**src/rtl/cpu7_exu_wb_arb.sv**
```systemverilog
// cpu7_exu_wb_arb: writeback arbiter for the single irf write port.
// Merges ALU and LSU M-stage results through a small in-order FIFO so that
// colliding writes are serialised instead of one of them being lost.
module cpu7_exu_wb_arb #(
  parameter int GRLEN     = 32,
  parameter int DEPTH     = 4,
  parameter int STALL_THR = 2
) (
  input  logic                       clk,
  input  logic                       rst,
  input  logic                       alu_wb_valid_m,
  input  logic [4:0]                 alu_wb_rd_m,
  input  logic [GRLEN-1:0]           alu_wb_data_m,
  input  logic                       lsu_wb_valid_m,
  input  logic [4:0]                 lsu_wb_rd_m,
  input  logic [GRLEN-1:0]           lsu_wb_data_m,
  output logic                       wb_irf_wen_w,
  output logic [4:0]                 wb_irf_rd_w,
  output logic [GRLEN-1:0]           wb_irf_rd_data_w,
  output logic                       wb_ifu_stall_req,
  output logic [$clog2(DEPTH):0]     wb_fifo_cnt,
  output logic                       wb_overflow
);
  localparam int AW = $clog2(DEPTH);
  localparam int CW = AW + 1;

  typedef struct packed {
    logic [4:0]       rd;
    logic [GRLEN-1:0] data;
  } wb_ent_t;

  wb_ent_t          r_mem [DEPTH];
  logic [AW-1:0]    r_rptr, r_wptr;
  logic [CW-1:0]    r_cnt;
  logic             r_wen, r_ovf;
  logic [4:0]       r_rd;
  logic [GRLEN-1:0] r_data;

  logic             w_lsu_ok, w_alu_ok, w_fifo_ne;
  wb_ent_t          w_lsu_e, w_alu_e, w_pop_e, w_p0, w_p1;
  logic             w_pop_vld, w_p0_vld, w_p1_vld, w_p1_acc, w_drop;
  logic [1:0]       w_n_push;
  logic [CW-1:0]    w_cnt_nxt;

  // Candidate selection: FIFO head first, then LSU, then ALU; leftovers are pushed in order
  always_comb begin
    w_lsu_ok  = lsu_wb_valid_m && (lsu_wb_rd_m != 5'd0);
    w_alu_ok  = alu_wb_valid_m && (alu_wb_rd_m != 5'd0);
    w_fifo_ne = (r_cnt != '0);
    w_lsu_e   = {lsu_wb_rd_m, lsu_wb_data_m};
    w_alu_e   = {alu_wb_rd_m, alu_wb_data_m};
    w_pop_vld = w_fifo_ne || w_lsu_ok || w_alu_ok;
    w_pop_e   = w_alu_e;
    w_p0      = w_alu_e;
    w_p1      = w_alu_e;
    w_p0_vld  = 1'b0;
    w_p1_vld  = 1'b0;
    if (w_fifo_ne) begin
      w_pop_e = r_mem[r_rptr];
      if (w_lsu_ok) begin
        w_p0     = w_lsu_e;
        w_p0_vld = 1'b1;
        w_p1_vld = w_alu_ok;
      end else begin
        w_p0_vld = w_alu_ok;
      end
    end else if (w_lsu_ok) begin
      w_pop_e  = w_lsu_e;
      w_p0_vld = w_alu_ok;
    end
    // Only a full FIFO receiving two pushes can overrun; the ALU (youngest) loses
    w_drop    = w_p1_vld && (r_cnt == CW'(DEPTH));
    w_p1_acc  = w_p1_vld && !w_drop;
    w_n_push  = {1'b0, w_p0_vld} + {1'b0, w_p1_acc};
    w_cnt_nxt = r_cnt - CW'(w_fifo_ne) + CW'(w_n_push);
  end

  // FIFO storage: data path only, no reset needed
  always_ff @(posedge clk) begin
    if (w_p0_vld) r_mem[r_wptr]          <= w_p0;
    if (w_p1_acc) r_mem[r_wptr + AW'(1)] <= w_p1;
  end

  // FIFO pointers, occupancy and sticky overflow
  always_ff @(posedge clk or posedge rst) begin
    if (rst) begin
      r_rptr <= '0;
      r_wptr <= '0;
      r_cnt  <= '0;
      r_ovf  <= 1'b0;
    end else begin
      r_rptr <= r_rptr + AW'(w_fifo_ne);
      r_wptr <= r_wptr + AW'(w_n_push);
      r_cnt  <= w_cnt_nxt;
      r_ovf  <= r_ovf | w_drop;
    end
  end

  // W-stage write port; address/data hold when nothing is written
  always_ff @(posedge clk or posedge rst) begin
    if (rst) begin
      r_wen  <= 1'b0;
      r_rd   <= '0;
      r_data <= '0;
    end else begin
      r_wen <= w_pop_vld;
      if (w_pop_vld) begin
        r_rd   <= w_pop_e.rd;
        r_data <= w_pop_e.data;
      end
    end
  end

  assign wb_irf_wen_w     = r_wen;
  assign wb_irf_rd_w      = r_rd;
  assign wb_irf_rd_data_w = r_data;
  assign wb_fifo_cnt      = r_cnt;
  assign wb_overflow      = r_ovf;
  assign wb_ifu_stall_req = (r_cnt >= CW'(STALL_THR));
endmodule

```
**config.mk**
```make
export PLATFORM = sky130hd
export DESIGN_NAME = cpu7_exu_wb_arb
export DESIGN_NICKNAME = d
export VERILOG_FILES = /design/src/rtl/cpu7_exu_wb_arb.sv
export SDC_FILE = /design/constraint.sdc
export NUM_CORES = 1
export LEC_CHECK = 0
export CORE_MARGIN = 1
export CORE_UTILIZATION = 53
export CTS_BUF_LIST = sky130_fd_sc_hd__clkbuf_4
export DETAILED_ROUTE_END_ITERATION = 16
export HOLD_SLACK_MARGIN = 0.05
export PLACE_DENSITY_LB_ADDON = 0.05
export SLEW_MARGIN = 30
export SYNTH_ARGS = -nofsm -noshare
export SYNTH_HDL_FRONTEND = slang
export SYNTH_SLANG_ARGS = --single-unit
```
**constraint.sdc**
```tcl
create_clock -name clk -period 4 [get_ports clk]
set_input_delay 0.6 -clock clk [delete_from_list [all_inputs] [get_ports clk]]
set_output_delay 0.6 -clock clk [all_outputs]
set_load 0.1 [all_outputs]
```
Word level (Yosys, flattened, before mapping). Memories as Yosys holds them, arrays and structs flattened. Index checks and enable logic that the tools add are counted.

Bits in registers: 46. Bits in read-only memories: 0. Memories: 1. Latch bits: 0. Output and inout bits: 43. Input bits: 78. Memory bits (writable): 148. Word-level logic and storage cells: 38.

Memory list: r_mem (words 4, bits a word 37, rd ports 1, clocked after memory_dff 0, write ports 2, line 32) `wb_ent_t r_mem [DEPTH];`.

Divide/modulo/power cells: 0. Order comparisons: 1. Bitwise operators: 1. Add/sub/neg operators: 6. Reduce and logical (&&, ||, !) cells: 10. Shifts and indexed selects: 0. Muxes and demuxes: 11. Equal/unequal tests: 1. Multipliers: 0.

Operator list (count): $mux 37 (3); $reduce_bool 5->1 (2); $mux 1 (8); $logic_and 1x1->1 (4); $add 3x2->3 (1); $eq 3x3->1 const B (1); $ge 3x2->1 const B (1); $reduce_bool 3->1 (1); $sub 3x1->3 (1); $add 1x1->2 (1); $add 2x1->2 (1); $add 2x1->2 const B (1); $add 2x2->2 (1); $logic_or 1x1->1 (2); $logic_not 1->1 (1); $or 1x1->1 (1).

Logic depth before layout (Yosys ltp).
Word-level depth: 9. Gate-level depth with buffers: 13.

Worst setup path after synthesis. No wires, ideal clock.

Path kind: register to register. Start point: register r_cnt[2], in the netlist wb_fifo_cnt[2]. End point: memory r_mem[3][0] (netlist name), enable pin. Path buffers: 2. Required time: 3.515 ns. Path slack: -1.179 ns. Library setup time: 0.485 ns. Stages on the path, launching flop included: 7. Arrival: 4.694 ns. Path through: dfrtp_1 > nor3_2 > inv_1 > clkbuf_1 > clkbuf_1 > a2bb2oi_1 > nor3b_1.

RTL lines: start, declared (line 34) `logic [CW-1:0] r_cnt;`; start signal, assigned (line 94) `r_cnt <= w_cnt_nxt;`; end, declared (line 32).

Worst setup path in the final report.
Start point: input lsu_wb_rd_m[2]. End point: register r_cnt[2], in the netlist wb_fifo_cnt[2].

Longest elaborated chain between the ends: 9. Elaborated cells between the ends (all ways): 11. Those cells by class: add/sub (2); mux (4); reduce/logical (5).

RTL lines: start, declared (line 15) `input logic [4:0] lsu_wb_rd_m,`; $reduce_bool 5->1 * (line 47) `w_lsu_ok = lsu_wb_valid_m && (lsu_wb_rd_m != 5'd0);`; $logic_and 1x1->1 * (line 47); $mux 1 (line 60, 67); $mux 1 (line 58) `if (w_fifo_ne) begin`; $logic_and 1x1->1 (line 72) `w_drop = w_p1_vld && (r_cnt == CW'(DEPTH));`; $logic_not 1->1 (line 73) `w_p1_acc = w_p1_vld && !w_drop;`; $logic_and 1x1->1 (line 73); $add 1x1->2 * (line 74) `w_n_push = {1'b0, w_p0_vld} + {1'b0, w_p1_acc};`; $add 3x2->3 * (line 75) `w_cnt_nxt = r_cnt - CW'(w_fifo_ne) + CW'(w_n_push);`; named net w_cnt_nxt[2] (line 43) `logic [CW-1:0] w_cnt_nxt;`.

The timed path passes the listed nets; every way through them passes the cells marked *. A chain may end at the register's enable or synchronous reset.

==> metrics.cfg <==
[outcome]
outcome = complete, no violations

[synthesis]
synth_top_area_share_pct = 42.7
yosys.area.top_type = edfxtp_1
seq_area_frac_synth_pct = 53.8
synthMuxAreaShare_pct = 30.9
synth_edf_count = 148
ys.warnings.count = 0
netlist_area_mm2 = 0.0104
synth_area_per_cell_um2 = 17.3
ys_seq_elements = 194
synthSimpleGateAreaFrac_pct = 3.55
syn_inst = 600
yosysUniqueCellTypes = 43
synth_area_leaders = edfxtp_1 43%, mux2_4 16%, dfrtp_1 11%
yosys.area_share.adder_pct = 0.914
synth_nets = 685
synth-xor-area-share_pct = 0.421
synth_top_family_by_area = multiplexers
synth_ff_type = edfxtp_1
synth_compound_area_share_pct = 6.25
async_flop_share_pct = 23.7

[die]
die_w_um = 142
dieArea_mm2 = 0.0202
io_pins = 121
start_util_pct = 54.9
num_rows = 50
die_h_um = 142
coreArea_mm2 = 0.0190

[timing]
max_freq_ghz = 0.306
fin_skew_ns = 0.0299
rsz0062_at_grt = false
hold_viol_final = 0
fin_crit_sh_pct = 81.7
setup_tns_ns = 0
slew_headroom_pct = 34.0
timing.final.crit_period_ns = 3.27
drv_slew = 0
setup_viol = 0
worst_pin_slew_ns = 0.987

[routing]
drt.antenna.violating_nets = 0
drc_errors = 0
via_per_inst = 5.92
wl_per_cell_um = 23.6
drt_iter0_markers = 380
vias = 5906
first_pass_iters = 5
routed_wirelength_um = 23600

[global_routing]
grt_max_degree = 44
grt_util_all_layers_pct = 24.7
grt_pass1_wl_um = 36600
antenna_found_initial = 1
grt_overflow = 0
grt_pass1_vias = 6283

[cts]
clock_sinks = 194
cts_root_buf = clkbuf_4
h-tree-depth = 4
ctsHoldBuffers = 0
cts_buffers = 17
cts_resized = 0
cts_tree = done
clkLatencyLatePin_ns = 0.58
postCtsSetupRepairBufs = 0
path_clk_slew_ns = 0.17
cts_max_path_buffers = 2

[setup_path]
path_class = in -> reg
required_ns = 4.52
cp.arrival_ns = 3.79
cp-end-kind = flip-flop
cp-start-kind = input pin
critPathMaxFanout = 8

[power_and_ir_drop]
vdd_drop_max_v = 0.000532
p_leak_uw = 0.00458
cellPowerDensity_mw_per_mm2 = 814

[finish]
final_design_area_no_fill_mm2 = 0.0122
drive_above_1_share_pct = 39.5
nets = 809
register_area_mm2 = 0.00560
multi_input_area_mm2 = 0.00446
fill_cells = 1393
area_growth_pct = 16.7

[place]
placed_area_mm2 = 0.0119
gp_congestion = 0.817
hpwl_um = 15100
io_buffers = 120

[job]
maxCapViolations = 0

[worst_hold_path]
hold_class = in -> async

layout make-up:
type | instances | share of cell area [%]
inverters | 12 | 0.371
repair buffers | 146 | 12.0
well taps | 260 | 2.68
clock inverters | 15 | 1.10
flip-flops and latches | 194 | 46.1
multi-input cells | 353 | 36.7
clock buffers | 17 | 1.05
diodes | 1 | 0.0206
worst max-delay path, cell delays in order:
cell and delay (ns):
clkdlybuf4s50_1 0.56, or4_4 0.61, o21ai_2 0.26, a21o_1 0.19
inv_1 0.05, ha_1 0.29, inv_1 0.04, ha_1 0.26
inv_1 0.04, ha_1 0.18, fa_1 0.37, xnor2_1 0.19
xnor2_1 0.14
worst paths after layout:
kind                       slack (ns)      startpoint                   to  cells after the start
setup / recovery                 0.73  lsu_wb_rd_m[2]       wb_fifo_cnt[2]                     13
hold / removal                   0.39             rst  wb_irf_rd_data_w[7]                      2
setup reg to reg                 0.89  wb_fifo_cnt[2]       wb_fifo_cnt[2]                     12
hold reg to reg                  0.50     wb_overflow          wb_overflow                      2
max in group asynchronous        2.75             rst            r_rptr[0]                      3
min in group clk                 0.50     wb_overflow          wb_overflow                      2
per-layer routing:
layer,GRT usage [%],vias up,wire (um)
li1,-,2641,-
met2,42.9,153,12300
met1,32.7,3103,10200
met3,3.94,9,922
met5,0,-,0
met4,5.38,0,167
flip-flops by register name, indices dropped and copies added, names as in the netlist:
signal	count
wb_overflow	1
wb_fifo_cnt	3
r_wptr	2
r_mem	148
r_rptr	2
wb_irf_rd_data_w	32
wb_irf_wen_w	1
wb_irf_rd_w	5
stage by stage:
stage	hold WS (ns)	setup WS (ns)	instances	power (uW)	util, %
finish	0.394	0.730	998	9890	64.1
global route	0.407	0.625	998	10300	64.1
CTS	0.380	0.775	997	9980	64.1
detailed placement	0.457	0.133	965	8960	62.7
global placement	0.451	0.233	965	8870	62.7
floorplan	0.473	0.101	600	7610	-
placed cells by master (no fill, tap or decap), types with 3 or more instances in the layout:
cell type        instances
nor2_1                   7
nand2_1                  6
o2bb2ai_1                9
clkinv_2                 3
clkbuf_4                17
o21bai_4                 6
clkdlybuf4s50_1        120
ha_1                     6
inv_1                   10
nor3_1                   4
mux2_4                 112
inv_6                    3
o41ai_1                  3
and2_1                  32
nand3_1                  3
clkinvlp_4               4
a221oi_1                 4
a221o_1                 32
xnor2_1                  4
o31ai_1                  3
mux2_2                  62
edfxtp_1               148
buf_12                   5
dfrtp_1                 44
mux4_2                  37
buf_4                   21
cells in the mapped netlist, types with 3 or more instances:
cell type,instances
o31ai_1,3
buf_2,14
a221oi_1,4
clkbuf_1,10
nand2_1,6
mux2_4,112
buf_6,4
buf_12,12
o41ai_1,3
nor3_1,5
o21bai_2,4
inv_1,11
and2_1,33
xnor2_1,4
a221o_1,32
ha_1,6
nor2_1,7
mux2_2,62
nand3_1,3
o2bb2ai_1,9
mux4_2,37
edfxtp_1,148
dfrtp_1,46
power by group:
part	internal (uW)	switching [uW]	total, uW
Clock	314	711	1030
Combinational	2130	3240	5360
Sequential	3110	391	3500
cells by family (layout without fill, tap and decap cells):
kind of cell | count (synthesis) | count (layout)
adders and majority gates | 7 | 7
and+or+nand+nor | 63 | 63
buffers and inverters | 53 | 190
muxes | 211 | 211
AOI/OAI and AO/OA | 67 | 67
DFF | 194 | 194
xor gates and xnor gates | 5 | 5
other | 0 | 1
(Power assumes the default switching activity.)
